[src/rtl/mult_arb_pkg.sv]
`default_nettype none
// ============================================================================
// Module   : mult_arb_pkg
// Purpose  : Shared types and default sizes for the arbitrated multiplier.
// Revision : 1.0 - initial release
// ============================================================================
package mult_arb_pkg;

  localparam int unsigned SIZE_DEFAULT  = 8;
  localparam int unsigned CNT_W_DEFAULT = 4;
  localparam int unsigned PROD_W        = 2 * SIZE_DEFAULT;

  typedef enum logic [1:0] {
    IDLE = 2'd0,
    RUN  = 2'd1,
    DONE = 2'd2
  } state_t;

endpackage
`default_nettype wire

[src/rtl/mult_shift_add_core.sv]
`default_nettype none
// ============================================================================
// Module   : mult_shift_add_core
// Purpose  : One-bit-per-cycle shift-add datapath. With MULT_ARB_EARLY_TERM_EN
//            defined, finishes as soon as the remaining multiplier bits are 0.
// Revision : 1.0 - initial release
// ============================================================================
module mult_shift_add_core #(
  parameter int unsigned SIZE  = 8,
  parameter int unsigned CNT_W = 4
) (
  input  logic              clk,
  input  logic              rst_n,
  input  logic              load,
  input  logic              step,
  input  logic [SIZE-1:0]   a,
  input  logic [SIZE-1:0]   b,
  output logic              done,
  output logic [2*SIZE-1:0] acc_next
);

  localparam logic [CNT_W-1:0] c_last_step = CNT_W'(SIZE - 1);

  logic [2*SIZE-1:0] r_temp_a;
  logic [2*SIZE-1:0] r_acc;
  logic [SIZE-1:0]   r_temp_b;
  logic [SIZE-1:0]   w_temp_b_next;
  logic [CNT_W-1:0]  r_cnt;

  always_comb begin
    w_temp_b_next = r_temp_b >> 1;
    acc_next      = r_temp_b[0] ? (r_acc + r_temp_a) : r_acc;
`ifdef MULT_ARB_EARLY_TERM_EN
    // The step counter still bounds the run; remaining zero bits end it early.
    done = step && ((w_temp_b_next == '0) || (r_cnt == c_last_step));
`else
    done = step && (r_cnt == c_last_step);
`endif
  end

  always_ff @(posedge clk) begin
    if (!rst_n) begin
      r_temp_a <= '0;
      r_temp_b <= '0;
      r_acc    <= '0;
      r_cnt    <= '0;
    end else if (load) begin
      r_temp_a <= {{SIZE{1'b0}}, a};
      r_temp_b <= b;
      r_acc    <= '0;
      r_cnt    <= '0;
    end else if (step) begin
      r_acc    <= acc_next;
      r_temp_a <= r_temp_a << 1;
      r_temp_b <= w_temp_b_next;
      r_cnt    <= r_cnt + 1'b1;
    end
  end

endmodule
`default_nettype wire

[src/rtl/mult_arb_seq.sv]
`default_nettype none
// ============================================================================
// Module   : mult_arb_seq
// Purpose  : Two-requester round-robin front end for a shared sequential
//            multiplier. Optional early termination: MULT_ARB_EARLY_TERM_EN.
// Revision : 1.0 - initial release
// ============================================================================
module mult_arb_seq
  import mult_arb_pkg::*;
#(
  parameter int unsigned SIZE  = SIZE_DEFAULT,
  parameter int unsigned CNT_W = CNT_W_DEFAULT
) (
  input  logic              clk,
  input  logic              rst_n,
  input  logic [1:0]        req_valid,
  output logic [1:0]        req_ready,
  input  logic [SIZE-1:0]   a0,
  input  logic [SIZE-1:0]   b0,
  input  logic [SIZE-1:0]   a1,
  input  logic [SIZE-1:0]   b1,
  output logic              rsp_valid,
  input  logic              rsp_ready,
  output logic              rsp_id,
  output logic [2*SIZE-1:0] outcome
);

  state_t            r_state;
  state_t            w_state_next;
  logic              r_last_grant;
  logic              r_rsp_id;
  logic [2*SIZE-1:0] r_outcome;
  logic              w_grant;
  logic              w_accept;
  logic              w_load;
  logic              w_step;
  logic              w_core_done;
  logic [2*SIZE-1:0] w_acc_next;

  always_comb begin
    w_state_next = r_state;
    req_ready    = 2'b00;
    rsp_valid    = 1'b0;
    w_accept     = 1'b0;
    w_load       = 1'b0;
    w_step       = 1'b0;
    // Under contention the requester not served last wins.
    w_grant      = (req_valid == 2'b11) ? ~r_last_grant : req_valid[1];
    case (r_state)
      IDLE: begin
        if (rst_n && (req_valid != 2'b00)) begin
          req_ready[w_grant] = 1'b1;
          w_accept           = 1'b1;
          w_load             = 1'b1;
          w_state_next       = RUN;
        end
      end
      RUN: begin
        w_step = 1'b1;
        if (w_core_done) begin
          w_state_next = DONE;
        end
      end
      DONE: begin
        rsp_valid = 1'b1;
        if (rsp_ready) begin
          w_state_next = IDLE;
        end
      end
      default: w_state_next = IDLE;
    endcase
  end

  always_ff @(posedge clk) begin
    if (!rst_n) begin
      r_state      <= IDLE;
      r_last_grant <= 1'b1;
      r_rsp_id     <= 1'b0;
      r_outcome    <= '0;
    end else begin
      r_state <= w_state_next;
      if (w_accept) begin
        r_last_grant <= w_grant;
        r_rsp_id     <= w_grant;
      end
      if (w_core_done) begin
        r_outcome <= w_acc_next;
      end
    end
  end

  mult_shift_add_core #(
    .SIZE  (SIZE),
    .CNT_W (CNT_W)
  ) u_core (
    .clk      (clk),
    .rst_n    (rst_n),
    .load     (w_load),
    .step     (w_step),
    .a        (w_grant ? a1 : a0),
    .b        (w_grant ? b1 : b0),
    .done     (w_core_done),
    .acc_next (w_acc_next)
  );

  assign rsp_id  = r_rsp_id;
  assign outcome = r_outcome;

endmodule
`default_nettype wire
[config.mk]
export PLATFORM = sky130hd
export DESIGN_NAME = mult_arb_seq
export DESIGN_NICKNAME = d
export VERILOG_FILES = /design/src/rtl/mult_arb_pkg.sv /design/src/rtl/mult_shift_add_core.sv /design/src/rtl/mult_arb_seq.sv
export SDC_FILE = /design/constraint.sdc
export NUM_CORES = 1
export LEC_CHECK = 0
export CORE_UTILIZATION = 49
export DETAILED_ROUTE_END_ITERATION = 12
export PLACE_DENSITY = 0.76
export SETUP_SLACK_MARGIN = 0.1
export SYNTH_ARGS = -nofsm -noshare
export SYNTH_HDL_FRONTEND = slang
export SYNTH_HIERARCHICAL = 1
export SYNTH_SLANG_ARGS = --single-unit
[constraint.sdc]
create_clock -name clk -period 2.76 [get_ports clk]
set_input_delay 0.414 -clock clk [delete_from_list [all_inputs] [get_ports clk]]
set_output_delay 0.414 -clock clk [all_outputs]
set_load 0.005 [all_outputs]
# Word level (Yosys, flattened, before mapping)
# Cells that the tools add are included.
[totals]
inputBits = 37
wordCells = 50
out_inout_bits = 20
regBits = 64
[op_classes]
n_bitwise = 2
order_cmp = 2
n_reduce_logical = 8
eq_ne = 7
n_mux = 20
add_sub_neg = 2
[op_table]
columns = ["op", "n"]
rows = [
  ["8-bit two-way mux", 6],
  ["16-bit adder", 1],
  ["16-bit two-way mux", 1],
  ["2-bit two-way mux", 5],
  ["1-bit two-way mux", 6],
  ["2-bit one-hot mux with 3 select lines", 1],
  ["4-bit by 1-bit adder with 4-bit output (second input constant)", 1],
  ["2-bit equality test (second input constant)", 2],
  ["4-bit by 3-bit equality test with 1-bit output (second input constant)", 1],
  ["2-bit != test (second input constant)", 2],
  ["2-bit nonzero test", 2],
  ["1-bit logical AND", 3],
  ["3-bit AND reduction", 1],
  ["2-bit by 1-bit equality test with 1-bit output (second input constant)", 1],
  ["2-bit zero test", 1],
  ["1-bit by 2-bit less-than comparator with 1-bit output (second input constant)", 1],
  ["2-bit by 1-bit != test with 1-bit output (second input constant)", 1],
  ["1-bit NOT", 2],
  ["2-bit OR reduction", 1],
  ["1-bit demux with 1-bit select", 1],
  ["1-bit >= comparator (second input constant)", 1],
]

# Depth between registers and ports, before layout
# Gate-level depths: netlist (run 1).
[depth]
word_depth = 8
mapped_depth = 10

# Modules after synthesis
# Netlist (run 1), hierarchy kept.
[modules_own_cells]
columns = ["module", "area_each_um2", "cells_per_inst", "n_inst"]
rows = [
  ["mult_shift_add_core", 2792.7, 318, 1],
  ["mult_arb_seq", 1046.0, 93, 1],
]

# Worst setup path after synthesis (run 1)
# No wires, ideal clock.
[synth_path]
path_type = "flip-flop to flip-flop"
from = "register u_core.r_temp_a[0]"
to = "register r_outcome[12], in the netlist outcome[12]"
n_path_buf = 0
synth_period_minus_slack_ns = 2.607
t_arrival_ns = 2.491
stages_incl_launch_ff = 11
required_time_ns = 2.644
slack_ns = 0.153
path_cell_list = "dfxtp_1 > ha_1 > fa_1 > a211oi_1 > o21ai_0 > a221oi_1 > o31a_2 > xnor2_1 > mux2_2 > mux2i_1 > nor2b_1"
[synth_via]
elab_chain_cells = 2
[synth_rtl]
columns = ["element", "line", "rtl"]
rows = [
  ["start, declared", "mult_shift_add_core.sv:24", "logic [2*SIZE-1:0] r_temp_a;"],
  ["start signal, assigned", "mult_shift_add_core.sv:48", "r_temp_a <= {{SIZE{1'b0}}, a};"],
  ["start signal, assigned", "mult_shift_add_core.sv:54", "r_temp_a <= r_temp_a << 1;"],
  ["16-bit adder", "mult_shift_add_core.sv:32", "acc_next = r_temp_b[0] ? (r_acc + r_temp_a) : r_acc;"],
  ["16-bit two-way mux", "mult_shift_add_core.sv:32", ""],
  ["via w_acc_next[12]", "mult_arb_seq.sv:38", "logic [2*SIZE-1:0] w_acc_next;"],
  ["end signal, assigned", "mult_arb_seq.sv:87", "r_outcome <= w_acc_next;"],
  ["end, declared", "mult_arb_seq.sv:32", "logic [2*SIZE-1:0] r_outcome;"],
]
# The timed path passes the listed nets, and every way through them passes these cells.
# A chain may end at the register's enable or synchronous reset.

# Worst setup path in the final report (run 1)
[layout_path]
from = "register u_core.r_acc[0]"
to = "register r_outcome[12], in the netlist outcome[12]"
[layout_via]
elab_chain_cells = 2
[layout_rtl]
columns = ["element", "line", "rtl"]
rows = [
  ["start, declared", "mult_shift_add_core.sv:25", "logic [2*SIZE-1:0] r_acc;"],
  ["start signal, assigned", "mult_shift_add_core.sv:53", "r_acc <= acc_next;"],
  ["16-bit adder", "mult_shift_add_core.sv:32", ""],
  ["16-bit two-way mux", "mult_shift_add_core.sv:32", ""],
  ["via w_acc_next[12]", "mult_arb_seq.sv:38", ""],
]
# The timed path passes the listed nets, and every way through them passes these cells.

==> reports/summary.txt, run 1 <==
Final hold slack - 461 ps
Final period util - 92.5%
Achievable Freq - 392 MHz
Final setup viols - 0
H-tree levels - 3
Static leakage - 1.93 nW
Ys async rst share - 0%
Seq/Total Area, Yosys - 33.4%
Switch share - 24.0%
Final Hold Vio Count - 0
MaxCap Viol Count - 0
Gate power share - 15.0%
Status - completed
Post-Synthesis Cell Area - 3840 um2
Clk_skew - 6.78 ps
Rel. slew slack - 64.4%
Maximum fanout along the worst path - 3
Commonest non-fill, non-tap cell in the layout - dfxtp_1
Warnings, synthesis - 6
Hold-fix buffers, CTS - 0
Core Region - 7410 um2
Ant. Diodes - 0
Slew Viols, Final - 0
Antenna-violating nets left - 0
Post-synthesis cell type count - 64
Clock network power share - 42.8%
Layout cell share with drive strength beyond 1 - 16.0%
Num ports - 57
Grt ovf - 0
Worst vdd ir - 0.000469 V
CTS tree - built
Most frequent cells in the layout - 64 x dfxtp_1, 56 x clkdlybuf4s50_1, 45 x mux2i_1, 33 x nor2_1, 26 x nand2_1
Starting Density - 51.8%
Worst Tran Pin Value - 533 ps
Clock sinks - 64
Vias/cell - 5.43
Crit path time final - 2550 ps
Area grow syn2layout - 25.0%
Synth top area cells - dfxtp_1 33%, mux2i_1 12%, mux2_2 5.9%
Post-synth EDFFs - 0
Post-Synthesis Cells - 411
Wirelength, routed - 8.44 mm
Fill cells - 596
Reg2Reg Setup Slack - 210 ps
DRC Markers - 0
Psw - 0.557 mW
Internal - 1.76 mW
CTS Buf Count - 9
RSZ-0062 raised after global routing - yes
Final GP Congestion - 0.828
Violation count after the first detailed-route iteration - 191
Root Buffer - clkbuf_8
Yosys top cell area share - 33.4%
CP Capture Type - flop
Dpl hpwl - 6.04 mm
Synth Net Count - 465
Critical Path RT - 3000 ps
Die height - 90.5 um
Vias in the first global route - 3,023
PortBufs - 56
Largest net degree at the start of global routing - 38
Seq pwr share - 42.2%
Fin nets - 523
Pwr per Cell Area - 484 nW/um2
Crit start category - flop
Mean Syn Cell Area - 9.34 um2
Yosys reg bits - 64
First-pass GRT wire length - 14.1 mm
Die area - 8190 um2
Initial antenna violation count - 0
Clock transition at path regs - 70 ps
Routed vias - 3,113
CTS Buffer Depth - 2
DIE WIDTH - 90.5 um
Ys flop type - dfxtp_1
Routed length per instance - 14.7 um
Total track usage - 21.8%
Worst min path class - flop to flop
Critical path class - flop to flop
Initial DRT Pass Iterations - 4
Setup TNS - 0 ps
Arrival time worst endpoint - 2790 ps
Worst-Skew Late Latency - 350 ps
Post-synth top area cell - dfxtp_1
FP Rows - 31
[repair_timing]
action	in CTS	in global routing
buffers inserted	0	0
setup endpoints to repair	2	4
resized for setup	2	4
gates cloned	0	0
[worst max-delay path, cell delays in order (launching register included)]
cell,delay [ps]
dfxtp_1,340
ha_1,240
fa_2,390
a211oi_2,270
o21ai_0,170
a221oi_2,290
o31a_2,210
xnor2_1,60
mux2_2,270
mux2i_1,140
nor2b_1,60
[registers in the layout, indices dropped and copies added (netlist names)]
| register | cells |
|---|---|
| outcome | 16 |
| u_core/r_acc | 16 |
| u_core/r_temp_a | 16 |
| u_core/r_temp_b | 8 |
| u_core/r_cnt | 4 |
| r_state | 2 |
| r_last_grant | 1 |
| rsp_id | 1 |
[stage by stage]
step / cell area, um2 / instances / utilization (%) / setup slack [ps] / power, mW
floorplan: 3840 / 411 / - / 153 / 1.23
global placement: 4520 / 557 / 61.0 / 134 / 1.34
detailed placement: 4520 / 557 / 61.0 / 19.4 / 1.35
CTS: 4780 / 573 / 64.5 / 131 / 2.34
global route: 4800 / 573 / 64.8 / 43.6 / 2.42
finish: 4800 / 573 / 64.8 / 208 / 2.32
[path summary, 6_finish.rpt]
| kind | from | to | cells after the start |
|---|---|---|---|
| setup / recovery | u_core/r_acc[0] | outcome[12] | 10 |
| setup reg to reg | u_core/r_acc[0] | outcome[12] | 10 |
| hold reg to reg | rsp_id | rsp_id | 2 |
| hold / removal | rsp_id | rsp_id | 2 |
[Yosys cell counts (2+ instances only)]
cell type / n
a211oi_2: 2
nor3b_1: 7
nor2b_1: 22
nand2_1: 26
nand2b_1: 2
and2_1: 16
inv_1: 8
nor3_1: 4
o21bai_1: 2
mux2_4: 7
xnor2_1: 10
a21o_1: 5
o22ai_1: 2
or3b_1: 2
xor2_1: 5
mux2i_1: 45
nor2_1: 33
and4_1: 2
clkbuf_1: 14
o21ai_0: 23
o211ai_1: 4
nand4_1: 3
a22o_1: 3
a21oi_1: 13
mux2_2: 20
ha_1: 16
nand3b_1: 4
o31ai_1: 2
buf_1: 2
buf_2: 4
a211oi_1: 5
nand3_1: 3
dfxtp_1: 64
[final cells by class]
type	instances	area [um2]	share of cell area (%)
Clock buffer	11	141	2.95
Clock inverter	5	104	2.16
Inverter	8	30.0	0.626
Multi-Input combinational cell	316	2450	51.1
Sequential cell	64	1280	26.7
Tap cell	99	124	2.58
Timing Repair Buffer	70	666	13.9
[layer usage]
metal,track usage [%],share of wire [%],vias to the layer above
li1,-,-,1587
met1,27.2,47,1461
met2,36.3,47,54
met3,6.06,3.8,11
met4,6.59,1.6,0
met5,0,0,-
[power groups by stage]
stage | clock network, mW | registers (mW) | logic (mW)
4_1_cts | 1.01 | 0.980 | 0.349
6_report | 0.993 | 0.980 | 0.349
5_1_grt | 1.05 | 0.984 | 0.382
2_1_floorplan | 0 | 0.992 | 0.242
3_5_place_dp | 0 | 1.00 | 0.346
3_3_place_gp | 0 | 1.00 | 0.339
[cell families after synthesis]
family          share of synthesized area [%]
compound gates                           14.7
fa+ha+maj                                5.74
simple gates                             18.6
mux                                      20.3
xor+xnor                                 3.42
flops                                    33.4
buf+inv                                  3.88
No activity file was read; power rests on OpenSTA's default activity.
==> run 2, diff against run 1 <==
--- a/config.mk
+++ b/config.mk
@@ -7,6 +7,8 @@
 export LEC_CHECK = 0
 export CORE_UTILIZATION = 49
 export DETAILED_ROUTE_END_ITERATION = 12
+export GPL_ROUTABILITY_DRIVEN = 0
+export MAX_ROUTING_LAYER = met4
 export PLACE_DENSITY = 0.76
 export SETUP_SLACK_MARGIN = 0.1
 export SYNTH_ARGS = -nofsm -noshare
==> run 2 against run 1 <==
Core utilization is 0.57 points lower. Total power is 4.3% lower. Clock skew is 2.6 ps lower. Critical path type unchanged. Critical endpoint unchanged. Largest cell class unchanged. Highest routed layer unchanged.
==> reports/summary.txt, run 2 (synthesis results as in run 1) <==
Status - completed (unchanged)
Root Buffer - clkbuf_8 (unchanged)
Die height - 90.5 um (unchanged)
Buf/Inv on CP - 0 (unchanged)
DRC Markers - 0 (unchanged)
Starting Density - 51.8% (unchanged)
CTS Buf Count - 9 (unchanged)
Slew Viols, Final - 0 (unchanged)
Crit-path slowest cell - fa_2 (unchanged)
Post-Layout Cell Count - 573 (unchanged)
Worst Tran Pin Value - 500 ps (was 533 ps)
CP cell instances - ha_1 > fa_2 > a211oi_2 > o21ai_1 > a221oi_2 > o31a_2 > xnor2_1 > mux2_2 > mux2i_1 > nor2b_1 (was ha_1 > fa_2 > a211oi_2 > o21ai_0 > a221oi_2 > o31a_2 > xnor2_1 > mux2_2 > mux2i_1 > nor2b_1)
Grt ovf - 0 (unchanged)
Worst-Skew Late Latency - 330 ps (was 350 ps)
Largest net degree at the start of global routing - 38 (unchanged)
Clk_skew - 4.18 ps (was 6.78 ps)
Clock sinks - 64 (unchanged)
Rel. slew slack - 66.6% (was 64.4%)
Initial antenna violation count - 0 (unchanged)
Routed vias - 3,170 (was 3,113)
Dpl hpwl - 6.20 mm (was 6.04 mm)
Core Region - 7410 um2 (unchanged)
RSZ-0062 raised after global routing - yes (unchanged)
Setup TNS - 0 ps (unchanged)
Violation count after the first detailed-route iteration - 286 (was 191)
R2R Path Start - u_core/r_temp_a[0] (was u_core/r_acc[0])
CP Capture Type - flop (unchanged)
WHS Path Cells - 2 (unchanged)
Num ports - 57 (unchanged)
Static leakage - 1.92 nW (was 1.93 nW)
Antenna-violating nets left - 0 (unchanged)
CTS tree - built (unchanged)
Most frequent cells in the layout - 64 x dfxtp_1, 56 x clkdlybuf4s50_1, 45 x mux2i_1, 33 x nor2_1, 26 x nand2_1 (unchanged)
PortBufs - 56 (unchanged)
MaxCap Viol Count - 0 (unchanged)
Clock transition at path regs - 70 ps (about the same)
Worst path top cell family by delay - compound AO/OA/AOI/OAI gates (unchanged)
Fin nets - 523 (unchanged)
Vias/cell - 5.53 (was 5.43)
Routed length per instance - 15.2 um (was 14.7 um)
Achievable Freq - 397 MHz (was 392 MHz)
Commonest non-fill, non-tap cell in the layout - dfxtp_1 (unchanged)
Crit start category - flop (unchanged)
Pwr Total - 2.22 mW (was 2.32 mW)
Worst vdd ir - 0.000333 V (was 0.000469 V)
Critical Path RT - 2990 ps (was 3000 ps)
Worst R2R End - outcome[12] (unchanged)
Wirelength, routed - 8.71 mm (was 8.44 mm)
First-pass GRT wire length - 14.8 mm (was 14.1 mm)
Hold path start - rsp_id (unchanged)
Area grow syn2layout - 23.9% (was 25.0%)
Crit path time final - 2520 ps (was 2550 ps)
Final period util - 91.2% (was 92.5%)
Die area - 8190 um2 (unchanged)
FP Rows - 31 (unchanged)
Critical path class - flop to flop (unchanged)
Reg2reg path depth - 10 (unchanged)
Total track usage - 22.9% (was 21.8%)
Reg2Reg Setup Slack - 240 ps (was 210 ps)
Final setup viols - 0 (unchanged)
Final Hold Vio Count - 0 (unchanged)
Post-CTS Setup Bufs - 0 (unchanged)
Levels on crit path - 10 (unchanged)
Layout cell share with drive strength beyond 1 - 15.2% (was 16.0%)
DIE WIDTH - 90.5 um (unchanged)
Hold Path End - rsp_id (unchanged)
Pwr per Cell Area - 467 nW/um2 (was 484 nW/um2)
Vias in the first global route - 3,123 (was 3,023)
H-tree levels - 3 (unchanged)
Inst Count DP - 557 (unchanged)
CTS Buffer Depth - 2 (unchanged)
Initial DRT Pass Iterations - 5 (was 4)
CP max stage delay - 390 ps (about the same)
Arrival time worst endpoint - 2750 ps (was 2790 ps)
Worst min path class - flop to flop (unchanged)
Ant. Diodes - 0 (unchanged)
Maximum fanout along the worst path - 3 (unchanged)
## run 2: how the worst max path moves through the flow
stage	start	to
finish	u_core/r_temp_a[0]	outcome[12]
global route	u_core/r_temp_a[0]	outcome[10]
CTS	u_core/r_temp_a[0]	outcome[12]
detailed placement	u_core/r_temp_a[0]	outcome[12]
global placement	u_core/r_temp_a[0]	outcome[12]
floorplan	u_core/r_temp_a[0]	outcome[12]
## run 2: per-stage QoR
stage | hold slack (ps) | cell area [um2] | utilization, % | setup WS [ps]
after floorplan | 451 | 3840 | - | 153
after global placement | 450 | 4520 | 61.0 | 91.2
after detailed placement | 463 | 4520 | 61.0 | 6.98
after CTS | 473 | 4750 | 64.1 | 137
after global routing | 514 | 4750 | 64.2 | 87.0
final | 473 | 4750 | 64.2 | 242
## run 2: area by class of cell
type	count	area, um2
Sequential cell	64	1280
Clock inverter	3	65.1
Multi-Input combinational cell	316	2440
Timing Repair Buffer	70	666
Inverter	8	30.0
Fill cell	593	2650
Tap cell	99	124
Clock buffer	13	149
## run 2: timing repair
item	in CTS	in global routing
gates resized for setup	2	3
hold buffers	0	0
setup endpoints to repair	2	4
## run 2: power by group
group          total, mW  internal (mW)  switching [mW]
sequential         0.982          0.954          0.0274
combinational      0.351          0.185           0.166
clock              0.890          0.534           0.357
## run 2: tightest hold or removal path: cells and delay by family (launching register included)
family / cells / cell delay, ps
AND/OR/NAND/NOR: 1 / 60
flip-flops: 1 / 320
AO/OA/AOI/OAI: 1 / 50
## run 2: per-layer routing
layer,wire length [um],up-vias,global-route usage (%)
li1,-,1590,-
met3,353,11,3.54
met1,4230,1497,29.7
met2,4000,72,35.9
met5,0,-,-
met4,133,0,8.60
==> run 3, diff against run 2 <==
--- a/config.mk
+++ b/config.mk
@@ -5,11 +5,13 @@
 export SDC_FILE = /design/constraint.sdc
 export NUM_CORES = 1
 export LEC_CHECK = 0
-export CORE_UTILIZATION = 49
+export CORE_MARGIN = 2
+export CORE_UTILIZATION = 56
 export DETAILED_ROUTE_END_ITERATION = 12
+export DONT_BUFFER_PORTS = 1
 export GPL_ROUTABILITY_DRIVEN = 0
 export MAX_ROUTING_LAYER = met4
-export PLACE_DENSITY = 0.76
+export PLACE_DENSITY = 0.74
 export SETUP_SLACK_MARGIN = 0.1
 export SYNTH_ARGS = -nofsm -noshare
 export SYNTH_HDL_FRONTEND = slang
==> run 3 against run 2 <==
Die area shrank 8.0%. Non-clock buffer count shrank 60. Sequential share of layout area rose by 4.1 points. Wire length is 9.3% lower. Core utilization down 2.8 points. Global-route usage fell by 0.31 points. Total power shrank 7.0%. Fmax grew 0.24%.
==> reports/summary.txt, run 3 (synthesis results as in run 1) <==
Status - completed (unchanged)
Violation count after the first detailed-route iteration - 186 (was 286)
Final hold slack - 172 ps (was 473 ps)
Buf/Inv on CP - 0 (unchanged)
Layout cell share with drive strength beyond 1 - 16.7% (was 15.2%)
Vias/cell - 5.95 (was 5.53)
First-pass GRT wire length - 13.0 mm (was 14.8 mm)
Final core occ - 61.4% (was 64.2%)
Fin worst setup slack - 248 ps (was 242 ps)
Internal - 1.55 mW (was 1.67 mW)
RSZ-0062 raised after global routing - no (was yes)
Reg2reg path depth - 10 (unchanged)
Clock transition at path regs - 70 ps (about the same)
Grt ovf - 0 (unchanged)
Crit-path slowest cell - fa_1 (was fa_2)
Worst vdd ir - 0.000346 V (was 0.000333 V)
Levels on crit path - 10 (unchanged)
Worst Tran Pin Value - 755 ps (was 500 ps)
Static leakage - 1.69 nW (was 1.92 nW)
Multi-input logic area - 2440 um2 (unchanged)
Total track usage - 22.6% (was 22.9%)
Worst R2R End - outcome[12] (unchanged)
H-tree levels - 3 (unchanged)
Inst Count DP - 478 (was 557)
Wirelength, routed - 7.90 mm (was 8.71 mm)
Fin area - 4130 um2 (was 4750 um2)
Starting Density - 57.1% (was 51.8%)
Die area - 7530 um2 (was 8190 um2)
Critical Path Start - u_core/r_temp_a[0] (unchanged)
Fill cells - 578 (was 593)
Dpl hpwl - 5.63 mm (was 6.20 mm)
Reg2Reg Setup Slack - 250 ps (was 240 ps)
Initial DRT Pass Iterations - 5 (unchanged)
Worst min path class - input port to flop (was flop to flop)
Clk_skew - 8.56 ps (was 4.18 ps)
Psw - 0.514 mW (was 0.550 mW)
Crit path time final - 2510 ps (was 2520 ps)
PortBufs - 0 (was 56)
Final Hold Vio Count - 0 (unchanged)
FP Rows - 30 (was 31)
Critical Path RT - 3000 ps (was 2990 ps)
Pwr per Cell Area - 501 nW/um2 (was 467 nW/um2)
Ant. Diodes - 0 (unchanged)
Rel. slew slack - 49.7% (was 66.6%)
Area grow syn2layout - 7.46% (was 23.9%)
Area occupied by registers - 1280 um2 (unchanged)
Num ports - 57 (unchanged)
Slew Viols, Final - 0 (unchanged)
Gate power share - 13.6% (was 15.8%)
Maximum fanout along the worst path - 3 (unchanged)
Arrival time worst endpoint - 2750 ps (about the same)
Clock sinks - 64 (unchanged)
CTS Buffer Depth - 2 (unchanged)
Worst slack at placement - 55.8 ps (was 6.98 ps)
DIE WIDTH - 86.8 um (was 90.5 um)
Critical path class - flop to flop (unchanged)
CTS tree - built (unchanged)
Achievable Freq - 398 MHz (was 397 MHz)
Commonest non-fill, non-tap cell in the layout - dfxtp_1 (unchanged)
Post-Layout Cell Count - 494 (was 573)
Post-DP Area - 3910 um2 (was 4520 um2)
Switch share - 24.9% (was 24.7%)
Initial antenna violation count - 0 (unchanged)
Core Region - 6720 um2 (was 7410 um2)
Crit path to - outcome[12] (unchanged)
Largest net degree at the start of global routing - 39 (was 38)
Pwr Total - 2.07 mW (was 2.22 mW)
CP Capture Type - flop (unchanged)
Worst path top cell family by delay - compound AO/OA/AOI/OAI gates (unchanged)
Final setup viols - 0 (unchanged)
Antenna-violating nets left - 0 (unchanged)
Worst-Skew Late Latency - 340 ps (was 330 ps)
Clock network power share - 38.9% (was 40.1%)
Most frequent cells in the layout - 64 x dfxtp_1, 45 x mux2i_1, 32 x nor2_1, 26 x nand2_1, 22 x o21ai_0 (was 64 x dfxtp_1, 56 x clkdlybuf4s50_1, 45 x mux2i_1, 33 x nor2_1, 26 x nand2_1)
Vias in the first global route - 2,782 (was 3,123)
MaxCap Viol Count - 0 (unchanged)
Seq pwr share - 47.5% (was 44.2%)
Routed length per instance - 16.0 um (was 15.2 um)
DRC Markers - 0 (unchanged)
Setup TNS - 0 ps (unchanged)
Final period util - 91.0% (was 91.2%)
R2R Path Start - u_core/r_temp_a[0] (unchanged)
Root Buffer - clkbuf_8 (unchanged)
Fin nets - 463 (was 523)
CTS Buf Count - 9 (unchanged)
CP cell instances - ha_1 > fa_1 > a211oi_2 > o21ai_1 > a221oi_2 > o31a_2 > xnor2_1 > mux2_2 > mux2i_1 > nor2b_1 (was ha_1 > fa_2 > a211oi_2 > o21ai_1 > a221oi_2 > o31a_2 > xnor2_1 > mux2_2 > mux2i_1 > nor2b_1)
CP max stage delay - 420 ps (was 390 ps)
Routed vias - 2,940 (was 3,170)
Die height - 86.8 um (was 90.5 um)
Crit start category - flop (unchanged)
run 3: worst min path at each step:
stage,from,endpoint,depth (start not counted),slack [ps]
after global routing,rst_n,r_last_grant,1,160
after CTS,rst_n,r_last_grant,1,150
after global placement,rsp_id,rsp_id,2,470
final,rst_n,r_last_grant,1,170
after detailed placement,rsp_id,rsp_id,2,470
after floorplan,u_core/r_acc[8],u_core/r_acc[8],2,450
run 3: cell type report:
| class | instances | area share (%) |
|---|---|---|
| well taps | 80 | 2.43 |
| clock buffers | 13 | 3.85 |
| inverters | 8 | 0.728 |
| clock inverters | 3 | 0.971 |
| flip-flops and latches | 64 | 31.1 |
| repair buffers | 10 | 1.82 |
| multi-input cells | 316 | 59.1 |
run 3: what timing repair did:
action                     4_1_cts  5_1_grt
hold endpoints to repair         0        0
setup endpoints to repair        1        4
resized for setup                1        3
setup buffers                    0        0
pin swaps                        0        2
hold buffers                     0        0
run 3: metal layers:
layer	routed length (um)	share of wire, %	global-route usage [%]
met4	127	1.6	11.4
met1	3730	47	27.9
met2	3660	46	34.4
met5	0	0	-
met3	387	4.9	5.43
run 3: power by group through the flow:
stage	Sequential (mW)	Clock [mW]	Combinational [mW]
global placement	1.00	0	0.273
CTS	0.981	0.835	0.281
detailed placement	1.00	0	0.280
floorplan	0.992	0	0.242
global route	0.985	0.859	0.314
finish	0.981	0.804	0.281
